## src/rtl/smart_light_pkg.sv

```systemverilog
// Shared types and default constants for the smart lighting sensor front end.
// Used by the front end, the lighting controller and the benches, so that all
// agree on the ambient state encoding and on the default thresholds and timings.
package smart_light_pkg;

  typedef enum logic {AMB_DAY, AMB_NIGHT} amb_state_t;

  localparam int DEF_ADC_W       = 8;
  localparam int DEF_DARK_TH     = 60;
  localparam int DEF_LIGHT_TH    = 90;
  localparam int DEF_DEB_CYCLES  = 16;
  localparam int DEF_MOTION_HOLD = 64;
  localparam int DEF_AMB_QUAL    = 4;

endpackage

```

## src/rtl/sensor_debounce.sv

```systemverilog
// Push-button debouncer. A new level is accepted after DEB_CYCLES consecutive
// samples that differ from the current stable level. Any agreeing sample
// restarts the count. rise_pulse is high for exactly one cycle, the same cycle
// in which stable first reads 1.
// Ports:
//   clk, reset  clock, synchronous active-high reset
//   raw         button sample (1 = pressed), clk-synchronous
//   stable      debounced level
//   rise_pulse  one-cycle pulse on each accepted press
module sensor_debounce #(
  parameter int DEB_CYCLES = 16
) (
  input  logic clk,
  input  logic reset,
  input  logic raw,
  output logic stable,
  output logic rise_pulse
);

  localparam int CW = $clog2(DEB_CYCLES + 1);

  logic [CW-1:0] cnt;

  always_ff @(posedge clk) begin
    if (reset) begin
      stable     <= 1'b0;
      cnt        <= '0;
      rise_pulse <= 1'b0;
    end else begin
      rise_pulse <= 1'b0;
      if (raw != stable) begin
        // cnt never exceeds DEB_CYCLES-1, so it cannot wrap.
        if (cnt == CW'(DEB_CYCLES - 1)) begin
          stable     <= raw;
          cnt        <= '0;
          rise_pulse <= raw;
        end else begin
          cnt <= cnt + CW'(1);
        end
      end else begin
        cnt <= '0;
      end
    end
  end

endmodule

```

## src/rtl/smart_light_sensor_frontend.sv

```systemverilog
// Sensor conditioning front end for the smart lighting controller.
//   - Two debounced wall buttons -> manual_on / manual_off one-cycle pulses
//     (off wins when both land in the same cycle).
//   - PIR motion stretched by a retriggerable MOTION_HOLD-cycle hold.
//   - Ambient ADC samples drive a day/night FSM with hysteresis: AMB_QUAL
//     consecutive qualifying valid samples are needed to switch state.
// Ports:
//   clk, reset                          clock, synchronous active-high reset
//   pir_raw, btn_on_raw, btn_off_raw    raw sensor / button inputs
//   amb_valid, amb_data[ADC_W]          ambient sample strobe and value
//   motion, light_level(1=night)        conditioned levels
//   manual_on, manual_off               one-cycle button pulses
// Build option: define SENSOR_SYNC_EN to pass every input through a 2-flop
// synchronizer (all latencies grow by 2 cycles). Undefined, inputs are
// assumed to be synchronous to clk.
module smart_light_sensor_frontend
  import smart_light_pkg::*;
#(
  parameter int DEB_CYCLES  = DEF_DEB_CYCLES,
  parameter int MOTION_HOLD = DEF_MOTION_HOLD,
  parameter int ADC_W       = DEF_ADC_W,
  parameter int DARK_TH     = DEF_DARK_TH,
  parameter int LIGHT_TH    = DEF_LIGHT_TH,
  parameter int AMB_QUAL    = DEF_AMB_QUAL
) (
  input  logic             clk,
  input  logic             reset,
  input  logic             pir_raw,
  input  logic             btn_on_raw,
  input  logic             btn_off_raw,
  input  logic             amb_valid,
  input  logic [ADC_W-1:0] amb_data,
  output logic             motion,
  output logic             light_level,
  output logic             manual_on,
  output logic             manual_off
);

  if (DARK_TH >= LIGHT_TH) begin : g_bad_th
    $error("DARK_TH must be below LIGHT_TH");
  end
  if (DEB_CYCLES < 1 || AMB_QUAL < 1) begin : g_bad_cnt
    $error("DEB_CYCLES and AMB_QUAL must be at least 1");
  end

  localparam int HW = (MOTION_HOLD > 0) ? $clog2(MOTION_HOLD + 1) : 1;
  localparam int QW = $clog2(AMB_QUAL + 1);
  localparam int SW = ADC_W + 4;

  // ---- input conditioning ----
  logic             pir_s, on_s, off_s, av_s;
  logic [ADC_W-1:0] ad_s;

`ifdef SENSOR_SYNC_EN
  logic [1:0][SW-1:0] sync_q;

  always_ff @(posedge clk) begin
    if (reset) begin
      sync_q <= '0;
    end else begin
      sync_q[0] <= {pir_raw, btn_on_raw, btn_off_raw, amb_valid, amb_data};
      sync_q[1] <= sync_q[0];
    end
  end

  assign {pir_s, on_s, off_s, av_s, ad_s} = sync_q[1];
`else
  assign {pir_s, on_s, off_s, av_s, ad_s} =
    SW'({pir_raw, btn_on_raw, btn_off_raw, amb_valid, amb_data});
`endif

  // ---- buttons: [0] = on, [1] = off ----
  logic [1:0] btn_raw, btn_rise;
  logic [1:0] btn_level_unused;  // debounced levels are not consumed here

  assign btn_raw = {off_s, on_s};

  for (genvar i = 0; i < 2; i++) begin : g_btn
    sensor_debounce #(.DEB_CYCLES(DEB_CYCLES)) u_deb (
      .clk        (clk),
      .reset      (reset),
      .raw        (btn_raw[i]),
      .stable     (btn_level_unused[i]),
      .rise_pulse (btn_rise[i])
    );
  end

  // Pulses come straight from debouncer flops; the gate only resolves a tie.
  assign manual_off = btn_rise[1];
  assign manual_on  = btn_rise[0] & ~btn_rise[1];

  // ---- motion stretch ----
  logic [HW-1:0] hold;

  always_ff @(posedge clk) begin
    if (reset) begin
      hold   <= '0;
      motion <= 1'b0;
    end else begin
      if (pir_s)             hold <= HW'(MOTION_HOLD);
      else if (hold != '0)   hold <= hold - HW'(1);
      motion <= pir_s | (hold != '0);
    end
  end

  // ---- ambient day/night FSM ----
  amb_state_t    amb_state;
  logic [QW-1:0] qual;
  logic          amb_hit;

  // A sample qualifies if it argues for leaving the current state.
  always_comb begin
    amb_hit = 1'b0;
    if (amb_state == AMB_DAY) amb_hit = (ad_s < ADC_W'(DARK_TH));
    else                      amb_hit = (ad_s > ADC_W'(LIGHT_TH));
  end

  always_ff @(posedge clk) begin
    if (reset) begin
      amb_state   <= AMB_DAY;
      qual        <= '0;
      light_level <= 1'b0;
    end else if (av_s) begin
      if (amb_hit) begin
        if (qual == QW'(AMB_QUAL - 1)) begin
          amb_state   <= (amb_state == AMB_DAY) ? AMB_NIGHT : AMB_DAY;
          light_level <= (amb_state == AMB_DAY);
          qual        <= '0;
        end else begin
          qual <= qual + QW'(1);
        end
      end else begin
        qual <= '0;
      end
    end
  end

endmodule

```

## config.mk

```make
export PLATFORM = sky130hd
export DESIGN_NAME = smart_light_sensor_frontend
export DESIGN_NICKNAME = d
export VERILOG_FILES = /design/src/rtl/smart_light_pkg.sv /design/src/rtl/sensor_debounce.sv /design/src/rtl/smart_light_sensor_frontend.sv
export SDC_FILE = /design/constraint.sdc
export NUM_CORES = 1
export LEC_CHECK = 0
export CORE_UTILIZATION = 50
export DETAILED_ROUTE_END_ITERATION = 12
export PLACE_DENSITY = 0.76
export SLEW_MARGIN = 20
export SYNTH_ARGS = -nofsm -noshare
export SYNTH_HDL_FRONTEND = slang
export SYNTH_SLANG_ARGS = --single-unit
export TNS_END_PERCENT = 5
```

## constraint.sdc

```tcl
create_clock -name clk -period 2 [get_ports clk]
set_input_delay 0.4 -clock clk [delete_from_list [all_inputs] [get_ports clk]]
set_output_delay 0.4 -clock clk [all_outputs]
set_load 0.02 [all_outputs]
```

# Word level (Yosys, flattened, before mapping)
# Cells that the tools add are included.
# op_classes
addsub,4
n_lt_le_gt_ge,2
n_eq_ne,5
muxes,6
n_bitwise,8
reduce_logical,10
# op_table
cell,n
$mux W7,2
$reduce_or A3 Y1,4
$add A5 B1 Y5 const B,2
$eq A5 B4 Y1 const B,2
$gt A8 B7 Y1 const B,1
$lt A8 B6 Y1 const B,1
$reduce_bool A7 Y1,1
$sub A7 B1 Y7 const B,1
$mux W3,2
$not A1 Y1,6
$reduce_and A2 Y1,2
$add A3 B1 Y3 const B,1
$eq A3 B2 Y1 const B,1
$reduce_and A3 Y1,1
$mux W1,2
$ne A1 B1 Y1,2
$reduce_bool A2 Y1,1
$reduce_or A2 Y1,1
$and A1 B1 Y1,1
$or A1 B1 Y1,1
# totals
reg_bits,27
in_bits,14

# Logic depth before layout (Yosys ltp)
# Gate-level depths: netlist of run 1.
# depth
word_depth,3
depth_mapped,6
ltp_nobuf,6

# Hierarchy
# A second synthesis of run 1 with hierarchy kept.
# hier_totals
cells_unflattened,113
hier_area_um2,1128.6
# modules_own_cells
module,instances,cells_per_inst,area_per_inst_um2,seq_area_each_um2
smart_light_sensor_frontend,1,63,595.6,240.2
sensor_debounce,2,25,266.5,140.1

# Least setup slack after synthesis of run 1
# OpenSTA, ideal clock, no wires.
# synth_path
kind,register to register
start,register hold[0]
end,register hold[1]
t_arrival_ps,1578
t_required_ps,1897
path_slack_ps,319
path_stages_with_launch,7
path_buffers,0
period_less_slack_ps,1681
path_cell_list,dfxtp_1 -> inv_1 -> ha_1 -> or3b_4 -> nor4_4 -> nor2b_1 -> a2111oi_2
# synth_between
elab_chain_len,1
word_cells_on_any_way,2
classes_between,add/sub (1); reduce/logical (1)
# synth_rtl
element,line,text
"start, declared",smart_light_sensor_frontend.sv:93,logic [HW-1:0] hold;
"start signal, assigned",smart_light_sensor_frontend.sv:100,if (pir_s) hold <= HW'(MOTION_HOLD);
"start signal, assigned",smart_light_sensor_frontend.sv:101,else if (hold != '0) hold <= hold - HW'(1);
$sub A7 B1 Y7 or $reduce_bool A7 Y1 (tied branches),smart_light_sensor_frontend.sv:101,
# Parallel ways exist; a longest one is shown, timed or not.
# A chain may end at the register's enable or synchronous reset.

# Worst setup path after layout of run 1
# layout_path
start,register g_btn[1].u_deb.rise_pulse
end,output port manual_on
# layout_between
elab_chain_len,2
# layout_rtl
element,line,text
"start, declared",sensor_debounce.sv:17,output logic rise_pulse
"start signal, assigned",sensor_debounce.sv:36,rise_pulse <= raw;
$not A1 Y1,smart_light_sensor_frontend.sv:90,assign manual_on = btn_rise[0] & ~btn_rise[1];
$and A1 B1 Y1,smart_light_sensor_frontend.sv:90,
"end, declared",smart_light_sensor_frontend.sv:35,"output logic manual_on,"
# No other way between the ends.

==> results of run 1 <==
-- critical path: stages, from the launching register on --
cell and delay, ns:
dfxtp_1 0.34, nor2b_1 0.11, clkdlybuf4s50_1 0.61
-- synth_stat cells --
library cell,n
o311a_1,1
mux2i_1,2
or3_2,1
xnor2_1,7
o32ai_1,2
a21oi_1,3
o31ai_1,2
ha_1,6
nor2_1,17
nand4_1,1
clkbuf_1,1
or3b_4,1
nor4_4,1
a2111oi_2,1
inv_1,10
nor4bb_1,2
nand3_1,4
and3_1,2
nand3b_1,1
a41o_1,1
a211oi_1,2
nand2_1,3
or3_1,3
nor3_1,3
and4_1,1
nor2b_1,2
nor4_1,1
dfxtp_1,26
xor2_1,4
-- path summary, 6_finish.rpt --
check             cells past startpoint                                to                            startpoint
setup / recovery                      2                         manual_on  g_btn[1].u_deb.rise_pulse$_SDFF_PP0_
hold / removal                        1  g_btn[1].u_deb.cnt[0]$_SDFF_PP0_      g_btn[1].u_deb.cnt[0]$_SDFF_PP0_
setup reg to reg                      6              hold[1]$_SDFFE_PP0P_                  hold[1]$_SDFFE_PP0P_
hold reg to reg                       1  g_btn[1].u_deb.cnt[0]$_SDFF_PP0_      g_btn[1].u_deb.cnt[0]$_SDFF_PP0_
-- flip-flops by register name, summed over array words and instances (netlist names) --
signal                  count
hold                        7
qual                        3
g_btn.u_deb.rise_pulse      2
g_btn.u_deb.cnt            10
light_level                 1
motion                      1
g_btn.u_deb.stable          2
-- final cells by class --
cell class / count / area share
inverter: 10 / 0.0276
timing repair buffer: 21 / 0.147
sequential: 26 / 0.383
multi-input combinational: 74 / 0.391
clock buffer: 4 / 0.0267
tap: 27 / 0.0248
-- stage by stage --
step	worst slack, ns	hold slack, ns	power (mW)	area [um^2]
3_3_place_gp	0.199	0.431	0.919	1320
5_1_grt	0.108	0.477	1.25	1360
6_report	0.225	0.455	1.18	1360
2_1_floorplan	0.319	0.418	0.830	1090
3_5_place_dp	0.146	0.443	0.930	1320
4_1_cts	0.197	0.462	1.19	1360
-- metal layers --
layer  track usage  share of wire  vias up
li1              -              -      433
met1         0.197           0.48      382
met2         0.282           0.49        9
met3        0.0283          0.020        4
met4        0.0735          0.014        0
met5             0              0        -
-- cells in the final DEF (no fill, tap or decap) --
cell type / netlist / routed
nor2b_1: 2 / 2
o32ai_1: 2 / 2
or3_2: 1 / 1
mux2i_1: 2 / 2
o31ai_1: 2 / 2
dfxtp_1: 26 / 26
or3_1: 3 / 3
a21oi_1: 3 / 3
nor4_4: 1 / 1
and4_1: 1 / 1
inv_1: 10 / 10
xnor2_1: 7 / 7
nor4bb_1: 2 / 2
clkbuf_4: 0 / 3
a41o_1: 1 / 1
and3_1: 2 / 2
nor2_1: 17 / 17
nand3_1: 4 / 4
buf_4: 0 / 4
o311a_1: 1 / 1
ha_1: 6 / 6
nand3b_1: 1 / 1
a211oi_1: 2 / 2
clkdlybuf4s50_1: 0 / 17
nand2_1: 3 / 3
nor3_1: 3 / 3
a2111oi_2: 1 / 1
xor2_1: 4 / 4
or3b_4: 1 / 1
nor4_1: 1 / 1
nand4_1: 1 / 1
clkbuf_8: 0 / 1
-- power breakdown --
| part | internal (mW) | total [mW] | switching (mW) | leakage (nW) |
|---|---|---|---|---|
| Clock | 0.111 | 0.259 | 0.147 | 0.0210 |
| Combinational | 0.174 | 0.322 | 0.147 | 0.298 |
| Sequential | 0.561 | 0.599 | 0.0379 | 0.212 |
| Total | 0.847 | 1.18 | 0.332 | 0.530 |
-- cells by family after synthesis --
kind of cell               count (synthesis)
and+or+nand+nor                           43
adders and majority gates                  6
buffers and inverters                     11
AOI/OAI and AO/OA                         12
DFF                                       26
xor gates and xnor gates                  11
muxes                                      2
==> impl_results.md, run 1 <==
* Post-Route Skew at between 0.007 and 0.008 ns
* Syn nets at 131
* Iter 0 DRT Violations at 9
* FF/Latch Area at 520 um^2
* Worst Hold Class: reg2reg
* Routed WL at 1.84 mm
* ANT cells at 0
* Drc violations at 0
* Fillers at between 150 and 200
* Status: complete, no violations
* Number of CTS-inserted buffers at 3
* CP endpoint kind: output pin
* Post-synthesis compound-gate area fraction at 0.0892
* Global-route wire length before repair at 3.00 mm
* Worst Path Max Fanout at 2
* Final setup violation count at 0
* GP Congestion at 0.723
* P_leak at 0.530 nW
* H-tree level count at 1
* Max Fclk at 563 MHz
* Core Util, Final at 0.679
* Data arrival time of the critical path at 1.38 ns
* Main combinational cell family by area after synthesis: simple AND/OR/NAND/NOR gates
* Sequential fraction of the synthesis area at 0.476
* Root Buffer: clkbuf_4
* Final ANT Viol Nets at 0
* Number of placement rows at 16
* Multi-input gate area at between 500 and 600 um^2
* Chip height at 48.8 um
* First-pass DRT Iterations at 4
* Share of cells above drive strength 1 at 0.0889
* Setup Fix Bufs, Post-CTS at 0
* Synth Area per Inst at between 9 and 10 um^2
* Worst skew pair latency at 0.32 ns
* Mapped Area at 0.00109 mm^2
* RSZ-0062 raised after global routing: no
* Vias in the first global route at 751
* Final net count at 156
* CTS Sinks at 26
* Slew of the pin with the lowest slew margin at 0.468 ns
* Area Growth Syn to Fin at 24.4%
* Largest net degree at the start of global routing at 15
* MaxCap Viol Count at 0
* Tmin final at 1.78 ns
* CTS tree: built
* Post-synth cell types at 29
* Critical path launch point type: flop
* Slew margin rel. at 0.687
* DR vias/cell at 5.11
* Clock tree buffer depth at 2
* CTS resizes at 0
* CP Data Required Time at 1.60 ns
* Largest cells by area after synthesis: dfxtp_1, ha_1, nor2_1, xnor2_1, inv_1
* Hold buffers post-CTS at 0
* Share of Yosys cell area claimed by the top area cell type at 0.476
* R2R Setup Slk at 0.29 ns
* Clock-pin slew on the worst setup and hold paths at 0.14 ns
* Final non-filler cell total at 162
* Die width at about 50 um
* I/O pins at 18
* Initial core utilization at 0.546
* Number of antenna violations at the first check in global routing at 0
* Die area at 0.00238 mm^2
* Post-DR wirelength/cell at 11.4 um
* Hold Fails Final Rpt at 0
* PortBufs at 17
* Hpwl dp at 1.36 mm
* Post-synth top area cell: dfxtp_1
* Post-synthesis simple-gate area fraction at 0.222
* GRT Total Usage at 0.163
* Post-synthesis cell count at 111
* Final period util at 0.888
* Proportion of synthesized area in mux cells at 0.0183
* Slew Viols, Final at 0
* Power Density at 867 mW/mm^2
* Setup TNS at 0 ns
* Max IR drop VDD at 594 uV
* Vias post-DR at 828
* Crit Path Category: reg2out
* Xor/xnor share of the synthesized area at 0.0881
* Post-Place Cells at roughly 160
* Global route overflow at 0
* Synth Area in Adders at 0.0686
* Synth warnings at 0
* Core area at roughly 0.002 mm^2
* Synth Register Bits at 26
No activity file was read; power rests on OpenSTA's default activity.
==> run 2, diff against run 1 <==
--- a/config.mk
+++ b/config.mk
@@ -5,10 +5,10 @@
 export SDC_FILE = /design/constraint.sdc
 export NUM_CORES = 1
 export LEC_CHECK = 0
+export CORE_ASPECT_RATIO = 0.7
 export CORE_UTILIZATION = 50
 export DETAILED_ROUTE_END_ITERATION = 12
 export PLACE_DENSITY = 0.76
-export SLEW_MARGIN = 20
 export SYNTH_ARGS = -nofsm -noshare
 export SYNTH_HDL_FRONTEND = slang
 export SYNTH_SLANG_ARGS = --single-unit
==> constraint.sdc (replaced) <==
create_clock -name clk -period 1.9 [get_ports clk]
set_input_delay 0.38 -clock clk [delete_from_list [all_inputs] [get_ports clk]]
set_output_delay 0.38 -clock clk [all_outputs]
set_load 0.02 [all_outputs]
==> run 2 against run 1 <==
Effect of this change:
- register-to-register slack got worse by 0.14 ns
- die area up 0.12%
- via count up 0.48%
- power rose by 5.7%
- worst hold slack improved by 0.0059 ns
- non-clock buffer count up 1
- critical path depth unchanged
- cell count decreased by 2.5%
- clock skew fell by 0.0012 ns
- core utilization up 1.8 points
- sequential share of layout area is essentially flat
- first-iteration DRC count up 130%
==> impl_results.md, run 2 (synthesis gave the netlist of run 1 again) <==
* Post-Route Skew at 0.00620 ns (was 0.00744 ns)
* Worst Path Max Fanout at 1 (was 2)
* CP endpoint kind: output pin (unchanged)
* Setup TNS at 0 ns (unchanged)
* PortBufs at 17 (unchanged)
* CP Data Required Time at 1.52 ns (was 1.60 ns)
* First-pass DRT Iterations at 4 (unchanged)
* Share of cells above drive strength 1 at 0.0956 (was 0.0889)
* GRT Total Usage at 0.194 (was 0.163)
* Vias post-DR at 832 (was 828)
* Slew of the pin with the lowest slew margin at 0.357 ns (was 0.468 ns)
* Number of antenna violations at the first check in global routing at 0 (unchanged)
* Vias in the first global route at 764 (was 751)
* Max reg flops at 10 (unchanged)
* Most flop-heavy register: g_btn.u_deb.cnt (unchanged)
* DR vias/cell at 5.27 (was 5.11)
* Status: complete, no violations (unchanged)
* Slew Viols, Final at 0 (unchanged)
* H-tree level count at 1 (unchanged)
* Place WS at 0.00839 ns (was 0.146 ns)
* RSZ-0062 raised after global routing: no (unchanged)
* Max Fclk at 566 MHz
* Die width at 57.9 um (was 48.8 um)
* Global-route wire length before repair at 3.23 mm (was 3.00 mm)
* Max IR drop VDD at 504 uV (was 594 uV)
* CTS tree: built (unchanged)
* Iter 0 DRT Violations at 21 (was 9)
* Number of CTS-inserted buffers at 3 (unchanged)
* R2R Setup Slk at 0.15 ns (was 0.29 ns)
* Worst Path Buf+Inv at 1 (unchanged)
* Data arrival time of the critical path at 1.39 ns (was 1.38 ns)
* Power Density at 915 mW/mm^2 (was 867 mW/mm^2)
* Largest net degree at the start of global routing at 15 (unchanged)
* Initial core utilization at 0.560 (was 0.546)
* Root Buffer: clkbuf_4 (unchanged)
* ANT cells at 0 (unchanged)
* Drc violations at 0 (unchanged)
* Number of placement rows at 13 (was 16)
* Clock-pin slew on the worst setup and hold paths at 0.13 ns (was 0.14 ns)
* P_leak at 0.535 nW (was 0.530 nW)
* Die area at 0.00238 mm^2 (about the same)
* Final setup violation count at 0 (unchanged)
* Critical path launch point type: flop (unchanged)
* Slew margin rel. at 0.760 (was 0.687)
* CP peak stage delay at 0.61 ns (about the same)
* CTS resizes at 0 (unchanged)
* Final ANT Viol Nets at 0 (unchanged)
* Slowest CP cell: clkdlybuf4s50_1 (unchanged)
* Hold Fails Final Rpt at 0 (unchanged)
* Final net count at 157 (was 156)
* Worst Hold Class: reg2reg (unchanged)
* Crit Path Category: reg2out (unchanged)
* Clock tree buffer depth at 2 (unchanged)
* Routed WL at 1.94 mm (was 1.84 mm)
* Worst path top cell family by delay: buffers and inverters (unchanged)
* CTS Sinks at 26 (unchanged)
* Core area at 0.00195 mm^2 (was 0.00200 mm^2)
* Area Growth Syn to Fin at 24.5% (was 24.4%)
* Biggest regs: g_btn.u_deb.cnt: 10 flops, hold: 7 flops, qual: 3 flops (unchanged)
* Final period util at 0.930
* Setup Fix Bufs, Post-CTS at 0 (unchanged)
* Global route overflow at 0 (unchanged)
* Hold buffers post-CTS at 0 (unchanged)
* GP Congestion at 0.848 (was 0.723)
* Worst skew pair latency at 0.32 ns (about the same)
* I/O pins at 18 (unchanged)
* Chip height at 41.1 um (was 48.8 um)
* Crit path cell chain: nor2b_1 > clkdlybuf4s50_1 (unchanged)
* Hpwl dp at 1.54 mm (was 1.36 mm)
* Commonest cells after routing, fill and taps aside: dfxtp_1, nor2_1, clkdlybuf4s50_1, inv_1, xnor2_1 (unchanged)
* Commonest non-fill, non-tap cell in the layout: dfxtp_1 (unchanged)
* MaxCap Viol Count at 0 (unchanged)
* Final WS setup at 0.133 ns (was 0.225 ns)
* Tmin final at 1.77 ns
* Post-DR wirelength/cell at 12.3 um (was 11.4 um)
run 2: changes by cell type in the layout (fill, tap and decap cells not counted), sizes merged:
cell,delta
buf,+1
run 2: cell type report:
cell class	count	area (um^2)
sequential	26	520
timing repair buffer	22	208
tap	22	27.5
multi-input combinational	74	532
fill	159	591
clock buffer	4	36.3
inverter	10	37.5
run 2: metrics by stage:
step	total power, mW	utilization	instance area [um^2]	std cells	hold slack (ns)
6_report	1.25	0.697	1360	158	0.461
5_1_grt	1.33	0.697	1360	158	0.495
4_1_cts	1.27	0.697	1360	158	0.456
3_5_place_dp	0.986	0.679	1330	154	0.437
3_3_place_gp	0.969	0.679	1330	154	0.432
2_1_floorplan	0.874	-	1090	111	0.418
run 2: worst reg2reg max path, cell delays in order (launching register included):
cell and delay (ns):
dfxtp_1 0.33, inv_1 0.08, ha_1 0.19, or3b_4 0.42, nor4_4 0.22, nor2b_1 0.10
a2111oi_2 0.32
run 2: path summary, 6_finish.rpt:
kind | endpoint | depth (start not counted) | startpoint
hold reg to reg | g_btn[0].u_deb.cnt[0]$_SDFF_PP0_ | 1 | g_btn[0].u_deb.cnt[0]$_SDFF_PP0_
setup reg to reg | hold[1]$_SDFFE_PP0P_ | 6 | hold[0]$_SDFFE_PP0P_
setup / recovery | manual_on | 2 | g_btn[0].u_deb.rise_pulse$_SDFF_PP0_
hold / removal | g_btn[0].u_deb.cnt[0]$_SDFF_PP0_ | 1 | g_btn[0].u_deb.cnt[0]$_SDFF_PP0_
run 2: layer usage:
layer  wire length [um]  vias to the layer above  GRT usage
li1                   -                      442          -
met1                941                      378      0.219
met2                931                        8      0.356
met3                 53                        4     0.0662
met4                 19                        0     0.0714
met5                  0                        -          0
run 2: where the power goes:
part           internal (mW)  total [mW]  switching, mW
Combinational          0.184       0.342          0.157
Clock                  0.117       0.275          0.157
Sequential             0.590       0.630         0.0393
==> run 3, diff against run 2 <==
--- a/config.mk
+++ b/config.mk
@@ -8,7 +8,7 @@
 export CORE_ASPECT_RATIO = 0.7
 export CORE_UTILIZATION = 50
 export DETAILED_ROUTE_END_ITERATION = 12
-export PLACE_DENSITY = 0.76
+export PLACE_DENSITY = 0.78
 export SYNTH_ARGS = -nofsm -noshare
 export SYNTH_HDL_FRONTEND = slang
 export SYNTH_SLANG_ARGS = --single-unit
==> run 3 against run 2 <==
Effect of this change:
- the run now ends with DRC left
- combinational power about the same
- design area increased by 1.2%
- critical path type unchanged
- largest cell class unchanged
- sequential cell count unchanged
- highest routed layer unchanged
- non-clock buffer count unchanged
- setup slack got worse by 0.025 ns
- count of clock-buffer cells in the layout decreased by 1
==> impl_results.md, run 3 (synthesis gave the netlist of run 1 again) <==
* Slowest CP cell: clkdlybuf4s50_1 (unchanged)
* Hold buffers post-CTS at 0 (unchanged)
* Routed WL at 1.89 mm (was 1.94 mm)
* Worst Hold Class: reg2reg (unchanged)
* Number of CTS-inserted buffers at 3 (unchanged)
* Post-Route Skew at 0.00111 ns (was 0.00620 ns)
* Global route overflow at 0 (unchanged)
* CTS tree: built (unchanged)
* Setup Fix Bufs, Post-CTS at 0 (unchanged)
* Total chip power at 1.34 mW (was 1.25 mW)
* Final net count at 157 (unchanged)
* Final period util at 0.943 (was 0.930)
* Status: finished, violations left (was complete, no violations)
* Max reg flops at 10 (unchanged)
* CP Data Required Time at 1.52 ns (about the same)
* Min-delay src: g_btn[1].u_deb.cnt[0]$_SDFF_PP0_ (was g_btn[0].u_deb.cnt[0]$_SDFF_PP0_)
* Crit Path Category: reg2out (unchanged)
* GP Congestion at 0.774 (was 0.848)
* Initial core utilization at 0.560 (unchanged)
* I/O pins at 18 (unchanged)
* Hold Fails Final Rpt at 0 (unchanged)
* Data arrival time of the critical path at 1.41 ns (was 1.39 ns)
* RSZ-0062 raised after global routing: no (unchanged)
* Post-DR wirelength/cell at 11.9 um (was 12.3 um)
* Tmin final at 1.79 ns (was 1.77 ns)
* Chip height at 41.1 um (unchanged)
* CTS resizes at 0 (unchanged)
* Die width at 57.9 um (unchanged)
* PortBufs at 17 (unchanged)
* Share of cells above drive strength 1 at 0.0956 (unchanged)
* ANT cells at 0 (unchanged)
* P_leak at 0.542 nW (was 0.535 nW)
* Most flop-heavy register: g_btn.u_deb.cnt (unchanged)
* Commonest non-fill, non-tap cell in the layout: dfxtp_1 (unchanged)
* Slew margin rel. at 0.770 (was 0.760)
* Clock-pin slew on the worst setup and hold paths at 0.14 ns (was 0.13 ns)
* Worst skew pair latency at 0.32 ns (about the same)
* CP endpoint kind: output pin (unchanged)
* Setup TNS at 0 ns (unchanged)
* Clock tree buffer depth at 2 (unchanged)
* Final setup violation count at 0 (unchanged)
* Die area at 0.00238 mm^2 (unchanged)
* Critical path launch point type: flop (unchanged)
* Largest net degree at the start of global routing at 16 (was 15)
* Max Fclk at 558 MHz (was 566 MHz)
* Power Density at 975 mW/mm^2 (was 915 mW/mm^2)
* Final ANT Viol Nets at 0 (unchanged)
* Drc violations at 1 (was 0)
* Number of placement rows at 13 (unchanged)
* Hpwl dp at 1.54 mm (about the same)
* Iter 0 DRT Violations at 21 (unchanged)
* CP peak stage delay at 0.61 ns (about the same)
* Failing checks: DRC
* Number of antenna violations at the first check in global routing at 0 (unchanged)
* R2r startpoint: hold[1]$_SDFFE_PP0P_ (was hold[0]$_SDFFE_PP0P_)
* Biggest regs: g_btn.u_deb.cnt: 10 flops, hold: 7 flops, qual: 3 flops (unchanged)
* Placed Area at 0.00133 mm^2 (unchanged)
* CP startpoint: g_btn[0].u_deb.rise_pulse$_SDFF_PP0_ (unchanged)
* Root Buffer: clkbuf_4 (unchanged)
* Area Growth Syn to Fin at 26.0% (was 24.5%)
* Max IR drop VDD at 611 uV (was 504 uV)
* Global-route wire length before repair at 3.02 mm (was 3.23 mm)
* Design area at 0.00138 mm^2 (was 0.00136 mm^2)
* CTS Sinks at 26 (unchanged)
* Vias post-DR at 840 (was 832)
* Crit path cell chain: nor2b_1 > clkdlybuf4s50_1 (unchanged)
* H-tree level count at 1 (unchanged)
* GRT Total Usage at 0.177 (was 0.194)
* DR vias/cell at 5.32 (was 5.27)
* Core area at 0.00195 mm^2 (unchanged)
* Worst Path Max Fanout at 1 (unchanged)
* Slew of the pin with the lowest slew margin at 0.343 ns (was 0.357 ns)
* Slew Viols, Final at 0 (unchanged)
* MaxCap Viol Count at 0 (unchanged)
* First-pass DRT Iterations at 8 (was 4)
* Commonest cells after routing, fill and taps aside: dfxtp_1, nor2_1, clkdlybuf4s50_1, inv_1, xnor2_1 (unchanged)
* Vias in the first global route at 745 (was 764)
-- run 3: changes by cell type in the layout (fill, tap and decap cells not counted), sizes merged --
cell	before	now
clkbuf	4	3
bufinv	0	1
-- run 3: worst paths after layout --
| kind | to | slack [ns] | cells after the start |
|---|---|---|---|
| max | manual_on | 0.11 | 2 |
| min | g_btn[1].u_deb.cnt[0]$_SDFF_PP0_ | 0.46 | 1 |
| max reg2reg | hold[1]$_SDFFE_PP0P_ | 0.16 | 6 |
| min reg2reg | g_btn[1].u_deb.cnt[0]$_SDFF_PP0_ | 0.46 | 1 |
-- run 3: area by class of cell --
type | count | area (um^2)
Fill cell | 165 | 574
Multi-Input combinational cell | 74 | 532
Sequential cell | 26 | 520
Timing Repair Buffer | 22 | 208
Inverter | 10 | 37.5
Clock inverter | 1 | 30.0
Tap cell | 22 | 27.5
Clock buffer | 3 | 22.5
-- run 3: per-stage QoR --
step	instances	setup WS (ns)	hold slack (ns)	utilization
3_5_place_dp	154	0.0236	0.446	0.679
2_1_floorplan	111	0.219	0.418	-
6_report	158	0.108	0.462	0.706
4_1_cts	158	0.0915	0.467	0.706
3_3_place_gp	154	0.111	0.429	0.679
5_1_grt	158	0.0188	0.497	0.706
-- run 3: power breakdown --
part / internal (mW) / switching [mW]
logic: 0.184 / 0.160
registers: 0.590 / 0.0400
clock network: 0.213 / 0.155
total: 0.988 / 0.355
-- run 3: metal layers --
layer | vias up | GRT usage | routed length, um
li1 | 440 | - | -
met1 | 390 | 0.205 | 869
met2 | 8 | 0.325 | 932
met3 | 2 | 0.0662 | 71
met4 | 0 | 0.0357 | 12
met5 | - | 0 | 0
-- run 3: critical path, delay by kind of cell, from the launching register on --
kind | cells | cell delay, ns
buffers and inverters | 1 | 0.61
flip-flops | 1 | 0.35
AND/OR/NAND/NOR | 1 | 0.14
